**config.mk**
```make
export PLATFORM = sky130hd
export DESIGN_NAME = pe_feeder
export DESIGN_NICKNAME = d
export VERILOG_FILES = /design/src/rtl/pe_pkg.sv /design/src/rtl/pe_feeder.sv
export SDC_FILE = /design/constraint.sdc
export NUM_CORES = 1
export LEC_CHECK = 0
export CAP_MARGIN = 15
export CORE_MARGIN = 3
export CORE_UTILIZATION = 42
export DETAILED_ROUTE_END_ITERATION = 10
export PLACE_DENSITY = 0.82
export SLEW_MARGIN = 30
export SYNTH_ARGS = -nofsm -noshare
export SYNTH_HDL_FRONTEND = slang
export SYNTH_SLANG_ARGS = --single-unit
```
**constraint.sdc**
```tcl
create_clock -name clk -period 4.27 [get_ports clk]
set_clock_uncertainty 0.2 [all_clocks]
set_input_delay 0.427 -clock clk [delete_from_list [all_inputs] [get_ports clk]]
set_output_delay 0.427 -clock clk [all_outputs]
set_load 0.01 [all_outputs]
```
**src/rtl/pe_pkg.sv**
```systemverilog
// Shared definitions for the PE load path: FSM state and load-phase encodings,
// plus default data/RF widths used by pe_feeder and the PE array top.
package pe_pkg;

  localparam int BITWIDTH_DEF      = 16;
  localparam int RF_ADDR_WIDTH_DEF = 3;
  localparam int ROW_LEN_DEF       = 3;

  typedef enum logic [1:0] {
    IDLE    = 2'd0,
    LOAD    = 2'd1,
    WAIT_PE = 2'd2
  } state_t;

  typedef enum logic {
    FILTER = 1'b0,
    IFMAP  = 1'b1
  } phase_t;

endpackage

```
**src/rtl/pe_feeder.sv**
```systemverilog
// pe_feeder: transmit side of the PE load interface.
// Pulls filter and ifmap words from two upstream valid/ready streams,
// interleaves them F,I,F,I,... onto a PE row's shared enable/data buses,
// then waits for pe_ready before signalling done.
//
// Optional feature: define PE_FEEDER_FILTER_REUSE_EN to add the reuse_filter
// input; a pass started with reuse_filter=1 loads ifmap words only.
//
// Handshake: a word transfers on a rising clk edge where *_in_valid and
// *_in_ready are both high. *_in_ready depends only on registered state/phase,
// never on *_in_valid, so upstream may hold or drop valid at will.
module pe_feeder
  import pe_pkg::*;
#(
  parameter int BITWIDTH      = BITWIDTH_DEF,
  parameter int RF_ADDR_WIDTH = RF_ADDR_WIDTH_DEF,
  parameter int ROW_LEN       = ROW_LEN_DEF
) (
  input  logic                clk,
  input  logic                rstb,
  input  logic                start,
`ifdef PE_FEEDER_FILTER_REUSE_EN
  input  logic                reuse_filter,
`endif
  input  logic                filter_in_valid,
  input  logic [BITWIDTH-1:0] filter_in,
  output logic                filter_in_ready,
  input  logic                ifmap_in_valid,
  input  logic [BITWIDTH-1:0] ifmap_in,
  output logic                ifmap_in_ready,
  input  logic                pe_ready,
  output logic                filter_enable,
  output logic [BITWIDTH-1:0] filter,
  output logic                ifmap_enable,
  output logic [BITWIDTH-1:0] ifmap,
  output logic                busy,
  output logic                done,
  output state_t              state_dbg
);

  localparam int CW = $clog2(ROW_LEN + 1);
  localparam logic [CW-1:0] LAST_IDX = CW'(ROW_LEN - 1);

  // A pass longer than the PE register file cannot be stored.
  if (ROW_LEN < 1 || ROW_LEN > (1 << RF_ADDR_WIDTH)) begin : g_bad_row_len
    $error("pe_feeder: ROW_LEN must be in 1..2**RF_ADDR_WIDTH");
  end

  state_t                state, state_n;
  phase_t                phase, phase_n;
  logic [CW-1:0]         count, count_n;
  logic [BITWIDTH-1:0]   filter_n, ifmap_n;
  logic                  filter_enable_n, ifmap_enable_n, done_n;
  logic                  reuse_q, reuse_n;

  assign busy      = (state != IDLE);
  assign state_dbg = state;

  // Ready comes from state/phase only; both are low outside LOAD.
  always_comb begin
    filter_in_ready = (state == LOAD) && (phase == FILTER);
    ifmap_in_ready  = (state == LOAD) && (phase == IFMAP);
  end

  // Next-state, counter and output-register values.
  always_comb begin
    state_n         = state;
    phase_n         = phase;
    count_n         = count;
    filter_n        = filter;
    ifmap_n         = ifmap;
    filter_enable_n = 1'b0;
    ifmap_enable_n  = 1'b0;
    done_n          = 1'b0;
    reuse_n         = reuse_q;

    case (state)
      IDLE: begin
        if (start) begin
          state_n = LOAD;
          count_n = '0;
`ifdef PE_FEEDER_FILTER_REUSE_EN
          reuse_n = reuse_filter;
          phase_n = reuse_filter ? IFMAP : FILTER;
`else
          reuse_n = 1'b0;
          phase_n = FILTER;
`endif
        end
      end

      LOAD: begin
        if (filter_in_ready && filter_in_valid) begin
          filter_n        = filter_in;
          filter_enable_n = 1'b1;
          phase_n         = IFMAP;
        end else if (ifmap_in_ready && ifmap_in_valid) begin
          ifmap_n        = ifmap_in;
          ifmap_enable_n = 1'b1;
          // In filter-reuse passes the phase never leaves IFMAP.
          phase_n        = reuse_q ? IFMAP : FILTER;
          if (count == LAST_IDX) begin
            count_n = '0;
            state_n = WAIT_PE;
          end else begin
            count_n = count + 1'b1;
          end
        end
      end

      WAIT_PE: begin
        // pe_ready is not trusted while the last ifmap strobe is still on the bus.
        if (pe_ready && !ifmap_enable) begin
          state_n = IDLE;
          done_n  = 1'b1;
        end
      end

      default: begin
        state_n = IDLE;
        phase_n = FILTER;
        count_n = '0;
      end
    endcase
  end

  // State, counter and output registers; reset discards any partial pass.
  always_ff @(posedge clk or negedge rstb) begin
    if (!rstb) begin
      state         <= IDLE;
      phase         <= FILTER;
      count         <= '0;
      filter        <= '0;
      ifmap         <= '0;
      filter_enable <= 1'b0;
      ifmap_enable  <= 1'b0;
      done          <= 1'b0;
      reuse_q       <= 1'b0;
    end else begin
      state         <= state_n;
      phase         <= phase_n;
      count         <= count_n;
      filter        <= filter_n;
      ifmap         <= ifmap_n;
      filter_enable <= filter_enable_n;
      ifmap_enable  <= ifmap_enable_n;
      done          <= done_n;
      reuse_q       <= reuse_n;
    end
  end

endmodule

```
* After elaboration in Yosys (flattened, before gate mapping)
Cells that the tools add are included.
** Operators by class
- Reductions and logical operators :: 13
- Add/sub/neg operators :: 1
- Eq/ne operators :: 9
- Bitwise gates (word level) :: 3
- Muxes and demuxes :: 22
** Operators with widths (count)
- $mux W2 :: 9
- $pmux W2 S3 :: 2
- $mux W1 :: 10
- $ne A2 B2 Y1 const B :: 3
- $reduce_and A3 Y1 :: 2
- $logic_and A1 B1 Y1 :: 5
- $reduce_and A5 Y1 :: 1
- $eq A2 B2 Y1 const B :: 2
- $ne A2 B1 Y1 const B :: 2
- $reduce_and A4 Y1 :: 1
- $ne A3 B1 Y1 const B :: 1
- $not A1 Y1 :: 3
- $pmux W1 S3 :: 1
- $add A2 B1 Y2 const B :: 1
- $eq A2 B1 Y1 const B :: 1
- $logic_not A2 Y1 :: 1
- $reduce_and A2 Y1 :: 1
- $reduce_bool A2 Y1 :: 1
- $logic_not A1 Y1 :: 1
** Storage, ports and cells
- Output and inout bits :: 40
- Register bits after elaboration :: 40

* Depth between registers and ports, before layout
Gate-level depths: netlist of run 1.
- Depth in word-level cells :: 6
- Mapped depth :: 6
- Mapped depth without buffers :: 3

* Worst setup path before layout of run 1
Ideal clock, no wire load.
- Path type :: register to register
- From :: register state[1] (netlist: state_dbg[1])
- To :: register filter[0]
- Data required time :: 3.945 ns
- Data arrival time :: 1.392 ns
- Setup slack :: 2.553 ns
- Stages on the path, launching flop included :: 6
- Path buffers :: 2
- Clock period less this slack :: 1.717 ns
- Path through :: dfrtp_1 nand2b_4 nor3b_2 buf_6 buf_12 mux2_4
** On the way
- Cells in the longest elaborated chain, start to end :: 4
** RTL lines
- start: declaration :: line pe_feeder.sv:49 : state_t state, state_n;
- start signal: assignment :: line pe_feeder.sv:140 : state <= state_n;
- $eq A2 B1 Y1 * :: line pe_feeder.sv:61, pe_feeder.sv:77
- $logic_and A1 B1 Y1 :: line pe_feeder.sv:61 : filter_in_ready = (state == LOAD) && (phase == FILTER);
- $logic_and A1 B1 Y1 :: line pe_feeder.sv:93 : if (filter_in_ready && filter_in_valid) begin
- $reduce_and A2 Y1 (no source line) *
- end signal: assignment :: line pe_feeder.sv:143 : filter <= filter_n;
- end: declaration :: line pe_feeder.sv:33 : output logic [BITWIDTH-1:0] filter,
Every way passes the cells marked *; elsewhere a longest branch is shown, timed or not.
A chain may end at the register's enable or synchronous reset.

* Final worst setup path of run 1
- From :: register state[0] (netlist: state_dbg[0])
- To :: output port busy
** On the way
- Cells in the longest elaborated chain, start to end :: 1
** RTL lines
- $reduce_bool A2 Y1 :: line pe_feeder.sv:56 : assign busy = (state != IDLE);
- end: declaration :: line pe_feeder.sv:36 : output logic busy,
Every way passes these cells.

==> results of run 1 <==
[power by group through the flow]
stage | Combinational (W) | Clock (W) | Sequential [W]
after global placement | 0.000852 | 0 | 0.000672
after CTS | 0.000876 | 0.000266 | 0.000678
final | 0.000873 | 0.000257 | 0.000675
after floorplan | 0.000369 | 0 | 0.000741
after global routing | 0.000937 | 0.000285 | 0.000705
after detailed placement | 0.000870 | 0 | 0.000684
[metrics by stage]
step / hold WS [ns] / util [%]
6_report: 0.3065 / 71.93
3_5_place_dp: 0.2951 / 68.12
3_3_place_gp: 0.2530 / 68.12
2_1_floorplan: -0.06859 / -
4_1_cts: 0.06953 / 70.75
5_1_grt: 0.3313 / 71.93
[critical path: stages (launching register included)]
cell and delay, ns:
dfrtp_1 0.52, or2_2 0.34, clkdlybuf4s50_1 0.50
[final cells by class]
class,count,area share [%]
Tap cell,46,2.273
Timing Repair Buffer,80,31.87
Multi-Input combinational cell,52,22.23
Inverter,3,0.4447
Clock inverter,2,0.3953
Sequential cell,40,39.53
Clock buffer,6,3.261
[flip-flops by register name, indices dropped and copies added (netlist names)]
register       cells
ifmap_enable       1
count              2
filter            16
done               1
filter_enable      1
phase              1
ifmap             16
state_dbg          2
[synthesized netlist by cell type, drive strengths merged]
library cell | instances | area (um^2)
o22ai | 2 | 12.51
and2b | 1 | 7.510
and4b | 1 | 10.01
dfrtp | 40 | 1001
mux2 | 34 | 412.9
nor3 | 1 | 5.000
nand2b | 1 | 13.76
or2 | 1 | 6.260
a22o | 1 | 8.760
nor2 | 4 | 15.01
and2 | 1 | 6.260
buf | 4 | 53.80
a21o | 1 | 7.510
nand4b | 1 | 23.77
nor3b | 1 | 12.51
a21oi | 1 | 5.000
nor4bb | 1 | 10.01
inv | 3 | 11.26
[what timing repair did]
action                    in CTS  in global routing
hold endpoints to repair       0                 12
hold buffers                   0                  1
buffers inserted               0                  0
[path summary, 6_finish.rpt]
kind | start | to | slack, ns
worst max-delay path | state_dbg[0]$_DFFE_PN0P_ | busy | 1.98
max in group asynchronous | rstb | filter[7]$_DFFE_PN0P_ | 3.07
min in group asynchronous | rstb | filter[14]$_DFFE_PN0P_ | 0.36
worst max register to register | state_dbg[0]$_DFFE_PN0P_ | filter[15]$_DFFE_PN0P_ | 2.25
worst min-delay path | filter[5]$_DFFE_PN0P_ | filter[5]$_DFFE_PN0P_ | 0.31
worst min register to register | filter[5]$_DFFE_PN0P_ | filter[5]$_DFFE_PN0P_ | 0.31
[per-layer routing]
metal / GRT usage (%) / routed length [um] / vias up
li1: - / - / 510
met1: 18.86 / 1318 / 541
met2: 29.12 / 1790 / 55
met3: 8.210 / 441 / 8
met4: 10.42 / 81 / 0
met5: 0 / 0 / -
[cell families (layout without fill, tap and decap cells)]
kind of cell | after synthesis | in the layout | share of synthesized area, %
and+or+nand+nor | 13 | 13 | 6.785
buffers and inverters | 7 | 91 | 4.009
DFF | 40 | 40 | 61.68
AOI/OAI and AO/OA | 5 | 5 | 2.082
muxes | 34 | 34 | 25.44
==> results.cfg, run 1 <==
[floorplanning]
die_x_um = 68.16
io_pins = 78
die_y_um = 68.16
core.rowCount = 21
start_util_pct = 46.09
fp.dieArea_mm2 = 0.004646
core_area_mm2 = 0.003521

[logic_synthesis]
synth_cell_types = 20
ys_ff_latch = 40
yosysSeqAreaShare_pct = 61.68
netlist_area_mm2 = 0.001623
synth_nets = 137
ys.warnings.count = 0
postSynthCellCount = 99
avgSynthCellArea_um2 = 16.39

[power_and_ir_drop]
p_int_w = 0.001258
p_leak_nw = 1.103
powerDensity_mw_per_mm2 = 712.8
peakVddDrop_mv = 0.3589
clkPwrFrac_pct = 14.2
netSwitchingPower_w = 0.0005467
total_power_w = 0.001805
pwr-share-comb_pct = 48.4
swShare_pct = 30.29
seq_power_share_pct = 37.4

[setup_path]
end_kind = output pin
rr_worst_depth = 4
worstSetupPathType = reg -> out
cp-start-kind = flip-flop
cp.arrival_ns = 1.66
crit_fanout = 10
cp.required_ns = 3.64

[sta]
slew_violations = 0
fin_crit_sh_pct = 53.55
hold_viol = 0
slew_headroom_pct = 72.20
fin_crit_ns = 2.287
fmax_ghz = 0.4373
tns_ns = 0
setup_viol = 0
rsz0062_at_grt = false
fin_ws_ns = 1.983
worstMarginPinSlew_ns = 0.4165

[cells_and_area]
fillCellCount = 248
syn2layout_area_growth_pct = 56.05
fin_cells = 229
layout_commonest_cell = clkdlybuf4s50_1
nets = 220
num_antenna_cells = 0
design_area_mm2 = 0.002532
regArea_mm2 = 0.001001
final_cell_mix = clkdlybuf4s50_1, dfrtp_1, mux2_2
multi_input_area_um2 = 563.0
final_layout_size_suffix_gt1_share_pct = 26.78

[global_route]
grt_pass1_vias = 1224
grt_overflow = 0
grt_max_degree = 41
track_usage_pct = 17.86
grt_antenna_before_repair = 0
grt_pass1_wl_mm = 5.823

[placed_design]
dpl_cell_area_mm2 = 0.002399
dpl.cell_count = 218
dp_hpwl_mm = 2.692
gp_congestion = 0.6778
numPortBuffers = 77
place_ws_ns = 1.827

[clocking]
cts_tree = done
cts_max_level = 2
clockRootBuffer = clkbuf_8
numCtsBuffers = 5
cts.clk_slew.worst_paths_ns = 0.08
clkSinkCount = 40
clk_latency_ns = 0.29
cts_max_path_buffers = 2
post_cts_resized = 0

[route]
drt-pass1-iter-count = 4
num_vias = 1114
wl_per_cell_um = 15.86
drc = 0
vias_per_cell = 4.865
routed_wl_mm = 3.631
drt_iter0_drc = 47
ant_nets = 0

[hold_path]
hold_path.class = reg -> reg
min_path_cells = 1

[flow_run]
maxCapViolCount = 0

[run_status]
status = finished, final reports clean
(Power assumes the default switching activity.)
==> run 2: changes to the inputs <==
--- a/config.mk
+++ b/config.mk
@@ -7,9 +7,9 @@
 export LEC_CHECK = 0
 export CAP_MARGIN = 15
 export CORE_MARGIN = 3
-export CORE_UTILIZATION = 42
+export CORE_UTILIZATION = 40
 export DETAILED_ROUTE_END_ITERATION = 10
-export PLACE_DENSITY = 0.82
+export PLACE_DENSITY = 0.79
 export SLEW_MARGIN = 30
 export SYNTH_ARGS = -nofsm -noshare
 export SYNTH_HDL_FRONTEND = slang
==> constraint.sdc (replaced) <==
create_clock -name clk -period 2.3 [get_ports clk]
set_clock_uncertainty 0.2 [all_clocks]
set_input_delay 0.23 -clock clk [delete_from_list [all_inputs] [get_ports clk]]
set_output_delay 0.23 -clock clk [all_outputs]
set_load 0.01 [all_outputs]
==> run 2 against run 1 <==
Net effect:
- hold slack got worse by 0.16 ns
- flip-flop and latch count stayed put
- clock-buffer cell count stayed put
- cell count up 0.87%
- worst setup slack lost 1.7 ns
- total power increased by 90%
- non-clock buffer count unchanged
- sequential power grew 85%
- largest power group unchanged
- via count down 1.2%
- first-iteration DRC count is 34% higher
- sequential share of layout area shrank 0.12 points
- routed wire length decreased by 1.7%
==> results.cfg, run 2 (synthesis results as in run 1) <==
[run_status]
status = finished, final reports clean

[route]
ant_nets = 0
routed_wl_mm = 3.570
drt_iter0_drc = 63
drc = 0
num_vias = 1101
drt-pass1-iter-count = 2
vias_per_cell = 4.766
wl_per_cell_um = 15.45

[setup_path]
cp-start-kind = flip-flop
end_kind = output pin
worstSetupPathType = reg -> out
cpLargestDelayFamily = flip-flops
cp.arrival_ns = 1.64
cp.required_ns = 1.87
slowest_delay_ns = 0.57
crit_slowest_cell = dfrtp_1
crit_fanout = 10
critPathBufInv = 1
crit_chain = nand2b_4 > nor2_1 > clkdlybuf4s50_1

[placed_design]
dp_hpwl_mm = 2.601
numPortBuffers = 77
dpl.cell_count = 221
gp_congestion = 0.7405

[cells_and_area]
num_antenna_cells = 0
layout_commonest_cell = clkdlybuf4s50_1
final_cell_mix = clkdlybuf4s50_1, dfrtp_1, mux2_2
syn2layout_area_growth_pct = 56.52
top_regs = filter (16), ifmap (16)
fin_cells = 231
nets = 220
final_layout_size_suffix_gt1_share_pct = 26.23

[sta]
hold_viol = 0
rsz0062_at_grt = false
tns_ns = 0
worstMarginPinSlew_ns = 0.3711
fmax_ghz = 0.4841
slew_violations = 0
slew_headroom_pct = 75.26
setup_viol = 0
fin_crit_sh_pct = 89.82
fin_crit_ns = 2.066

[power_and_ir_drop]
powerDensity_mw_per_mm2 = 1349
p_leak_nw = 1.106
peakVddDrop_mv = 0.9120

[hold_path]
hold_path.class = in -> async

[clocking]
cts_max_path_buffers = 2
post_cts_resized = 0
cts.clk_slew.worst_paths_ns = 0.07
cts_setup_buffers = 0
cts_tree = done
clkSinkCount = 40
numCtsBuffers = 5
cts_hold_buf = 1
clockRootBuffer = clkbuf_8
clk_latency_ns = 0.29
cts_max_level = 2

[global_route]
track_usage_pct = 15.86
grt_pass1_wl_mm = 5.796
grt_max_degree = 41
grt_pass1_vias = 1179
grt_antenna_before_repair = 0
grt_overflow = 0

[floorplanning]
start_util_pct = 43.03
io_pins = 78
die_x_um = 69.70
core_area_mm2 = 0.003771
die_y_um = 69.70
fp.dieArea_mm2 = 0.004857
core.rowCount = 22

[flow_run]
maxCapViolCount = 0
-- run 2: changes by cell type in the layout (fill, tap and decap cells not counted) --
cell	before	now
buf_6	1	0
clkbuf_8	6	5
clkbuf_1	0	1
nor3b_4	1	0
clkinv_2	2	1
bufinv_16	0	1
nor3b_2	0	1
buf_4	0	1
-- run 2: path summary, 6_finish.rpt --
check	startpoint	end	slack, ns	cells past startpoint
min in group clk	ifmap_enable$_DFF_PN0_	done$_DFF_PN0_	0.27	1
min	rstb	filter[14]$_DFFE_PN0P_	0.14	2
max	state_dbg[0]$_DFFE_PN0P_	ifmap_in_ready	0.23	3
max reg2reg	state_dbg[0]$_DFFE_PN0P_	filter[5]$_DFFE_PN0P_	0.45	4
max in group asynchronous	rstb	ifmap[4]$_DFFE_PN0P_	1.32	3
min reg2reg	ifmap_enable$_DFF_PN0_	done$_DFF_PN0_	0.27	1
-- run 2: power breakdown --
part / switching, W / internal, W
Sequential: 0.000214 / 0.00104
Combinational: 0.000565 / 0.00105
Clock: 0.000237 / 0.000322
-- run 2: worst register-to-register path, delay by kind of cell (launching register included) --
family        cells  cell delay, ns
flops             1            0.57
mux               1            0.38
simple gates      2            0.29
buf+inv           1            0.29
-- run 2: final cells by class --
type / instances / area (um^2)
Fill cell: 262 / 1231
Sequential cell: 40 / 1001
Timing Repair Buffer: 80 / 803.3
Multi-Input combinational cell: 52 / 556.8
Clock buffer: 6 / 72.57
Tap cell: 48 / 60.06
Clock inverter: 2 / 35.03
Inverter: 3 / 11.26
-- run 2: layer usage --
| metal | up-vias | global-route usage, % | wire, um |
|---|---|---|---|
| li1 | 513 | - | - |
| met1 | 518 | 18.36 | 1434 |
| met2 | 66 | 22.78 | 1611 |
| met3 | 4 | 10.14 | 486 |
| met4 | 0 | 7.660 | 38 |
| met5 | - | 0 | 0 |
-- run 2: through the flow --
stage / cell area, um^2 / setup slack, ns / hold slack, ns / util (%) / power (W)
2_1_floorplan: 1623 / 0.5834 / -0.2656 / - / 0.002060
3_3_place_gp: 2402 / 0.4966 / 0.1877 / 63.70 / 0.002842
3_5_place_dp: 2402 / 0.4424 / 0.1908 / 63.70 / 0.002890
4_1_cts: 2520 / 0.2212 / 0.2767 / 66.82 / 0.003468
5_1_grt: 2540 / 0.1406 / 0.1534 / 67.35 / 0.003638
6_report: 2540 / 0.2342 / 0.1433 / 67.35 / 0.003426
==> run 3: changes to the inputs <==
--- a/config.mk
+++ b/config.mk
@@ -10,7 +10,8 @@
 export CORE_UTILIZATION = 40
 export DETAILED_ROUTE_END_ITERATION = 10
 export PLACE_DENSITY = 0.79
-export SLEW_MARGIN = 30
+export RECOVER_POWER = 25
+export SLEW_MARGIN = 20
 export SYNTH_ARGS = -nofsm -noshare
 export SYNTH_HDL_FRONTEND = slang
 export SYNTH_SLANG_ARGS = --single-unit
==> run 3 against run 2 <==
Net effect:
- total power hardly changed
- sequential share of layout area is 0.31 points higher
- non-clock buffer count is 1 lower
- die area stayed put
- sequential power hardly changed
- critical path type unchanged
- highest routed layer unchanged
==> results.cfg, run 3 (synthesis results as in run 1) <==
[power_and_ir_drop]
p_int_w = 0.002406
peakVddDrop_mv = 0.9096
clkPwrFrac_pct = 16.3
p_leak_nw = 1.096
netSwitchingPower_w = 0.001017
swShare_pct = 29.71
powerDensity_mw_per_mm2 = 1358
seq_power_share_pct = 36.7
pwr-share-comb_pct = 47.0

[sta]
fmax_ghz = 0.4831
hold_viol = 0
worstMarginPinSlew_ns = 0.9486
fin_crit_sh_pct = 90.01
rsz0062_at_grt = false
tns_ns = 0
setup_viol = 0
slew_headroom_pct = 36.76
fin_crit_ns = 2.070
slew_violations = 0
fin_ws_ns = 0.2299

[hold_path]
hold_path.class = reg -> reg

[setup_path]
critPathBufInv = 1
cpLargestDelayFamily = flip-flops
worstSetupPathType = reg -> out
crit_fanout = 10
crit_slowest_cell = dfrtp_1
cp-start-kind = flip-flop
crit_chain = nand2b_4 > nor2_1 > clkdlybuf4s50_1
slowest_delay_ns = 0.57
cp.required_ns = 1.87
end_kind = output pin
cp.arrival_ns = 1.64

[global_route]
track_usage_pct = 15.86
grt_overflow = 0
grt_max_degree = 41
grt_pass1_wl_mm = 5.796
grt_pass1_vias = 1179
grt_antenna_before_repair = 0

[flow_run]
maxCapViolCount = 0

[clocking]
clk_latency_ns = 0.29
post_cts_resized = 0
cts_hold_buf = 1
cts.clk_slew.worst_paths_ns = 0.08
clockRootBuffer = clkbuf_8
clkSinkCount = 40
cts_max_path_buffers = 2
numCtsBuffers = 5
cts_max_level = 2
cts_setup_buffers = 0
cts_tree = done

[floorplanning]
core_area_mm2 = 0.003771
fp.dieArea_mm2 = 0.004857
die_x_um = 69.70
core.rowCount = 22
io_pins = 78
start_util_pct = 43.03
die_y_um = 69.70

[placed_design]
gp_congestion = 0.7405
place_ws_ns = 0.4424
dpl_cell_area_mm2 = 0.002402
numPortBuffers = 77
dpl.cell_count = 221
dp_hpwl_mm = 2.601

[route]
drc = 0
drt-pass1-iter-count = 3
wl_per_cell_um = 15.41
ant_nets = 0
drt_iter0_drc = 70
num_vias = 1101
routed_wl_mm = 3.544
vias_per_cell = 4.787

[cells_and_area]
syn2layout_area_growth_pct = 55.28
design_area_mm2 = 0.002520
fillCellCount = 264
final_cell_mix = clkdlybuf4s50_1, dfrtp_1, mux2_2
nets = 219
num_antenna_cells = 0
fin_cells = 230
multi_input_area_um2 = 556.8
postLayoutCoreUtil_pct = 66.82
layout_commonest_cell = clkdlybuf4s50_1
regArea_mm2 = 0.001001
top_regs = filter (16), ifmap (16)
final_layout_size_suffix_gt1_share_pct = 25.82

[run_status]
status = finished, final reports clean
## run 3: cell count changes in the layout (fill, tap and decap cells not counted)
cell,delta
buf_12,-1
buf_2,-1
clkbuf_2,+1
and2_1,-1
and2_0,+1
## run 3: layout make-up
class / count / share of cell area [%]
Sequential cell: 40 / 39.72
Tap cell: 48 / 2.383
Inverter: 3 / 0.4469
Clock buffer: 6 / 2.880
Clock inverter: 2 / 1.390
Multi-Input combinational cell: 52 / 22.10
Timing Repair Buffer: 79 / 31.08
## run 3: worst paths after layout
path | depth (start not counted) | slack (ns) | endpoint | from
min | 1 | 0.28 | done$_DFF_PN0_ | ifmap_enable$_DFF_PN0_
max in group asynchronous | 2 | 0.88 | ifmap[4]$_DFFE_PN0P_ | rstb
min in group asynchronous | 2 | 0.41 | filter[14]$_DFFE_PN0P_ | rstb
max reg2reg | 4 | 0.44 | filter[5]$_DFFE_PN0P_ | state_dbg[0]$_DFFE_PN0P_
max | 3 | 0.23 | ifmap_in_ready | state_dbg[0]$_DFFE_PN0P_
min reg2reg | 1 | 0.28 | done$_DFF_PN0_ | ifmap_enable$_DFF_PN0_
## run 3: per-layer routing
layer / vias to the layer above / global-route usage, % / routed length, um
li1: 512 / - / -
met1: 519 / 18.36 / 1435
met2: 66 / 22.78 / 1584
met3: 4 / 10.14 / 486
met4: 0 / 7.660 / 38
met5: - / 0 / 0
## run 3: power by group through the flow
stage | Sequential (W) | Combinational (W) | Clock, W
finish | 0.00126 | 0.00161 | 0.000560
CTS | 0.00126 | 0.00163 | 0.000578
detailed placement | 0.00127 | 0.00162 | 0
global placement | 0.00125 | 0.00159 | 0
floorplan | 0.00137 | 0.000685 | 0
global route | 0.00130 | 0.00171 | 0.000615
## run 3: stage by stage
step                hold WS [ns]  total power, W
finish                    0.2763        0.003423
global route              0.3054        0.003633
CTS                       0.2767        0.003468
detailed placement        0.1908        0.002890
global placement          0.1877        0.002842
floorplan                -0.2656        0.002060
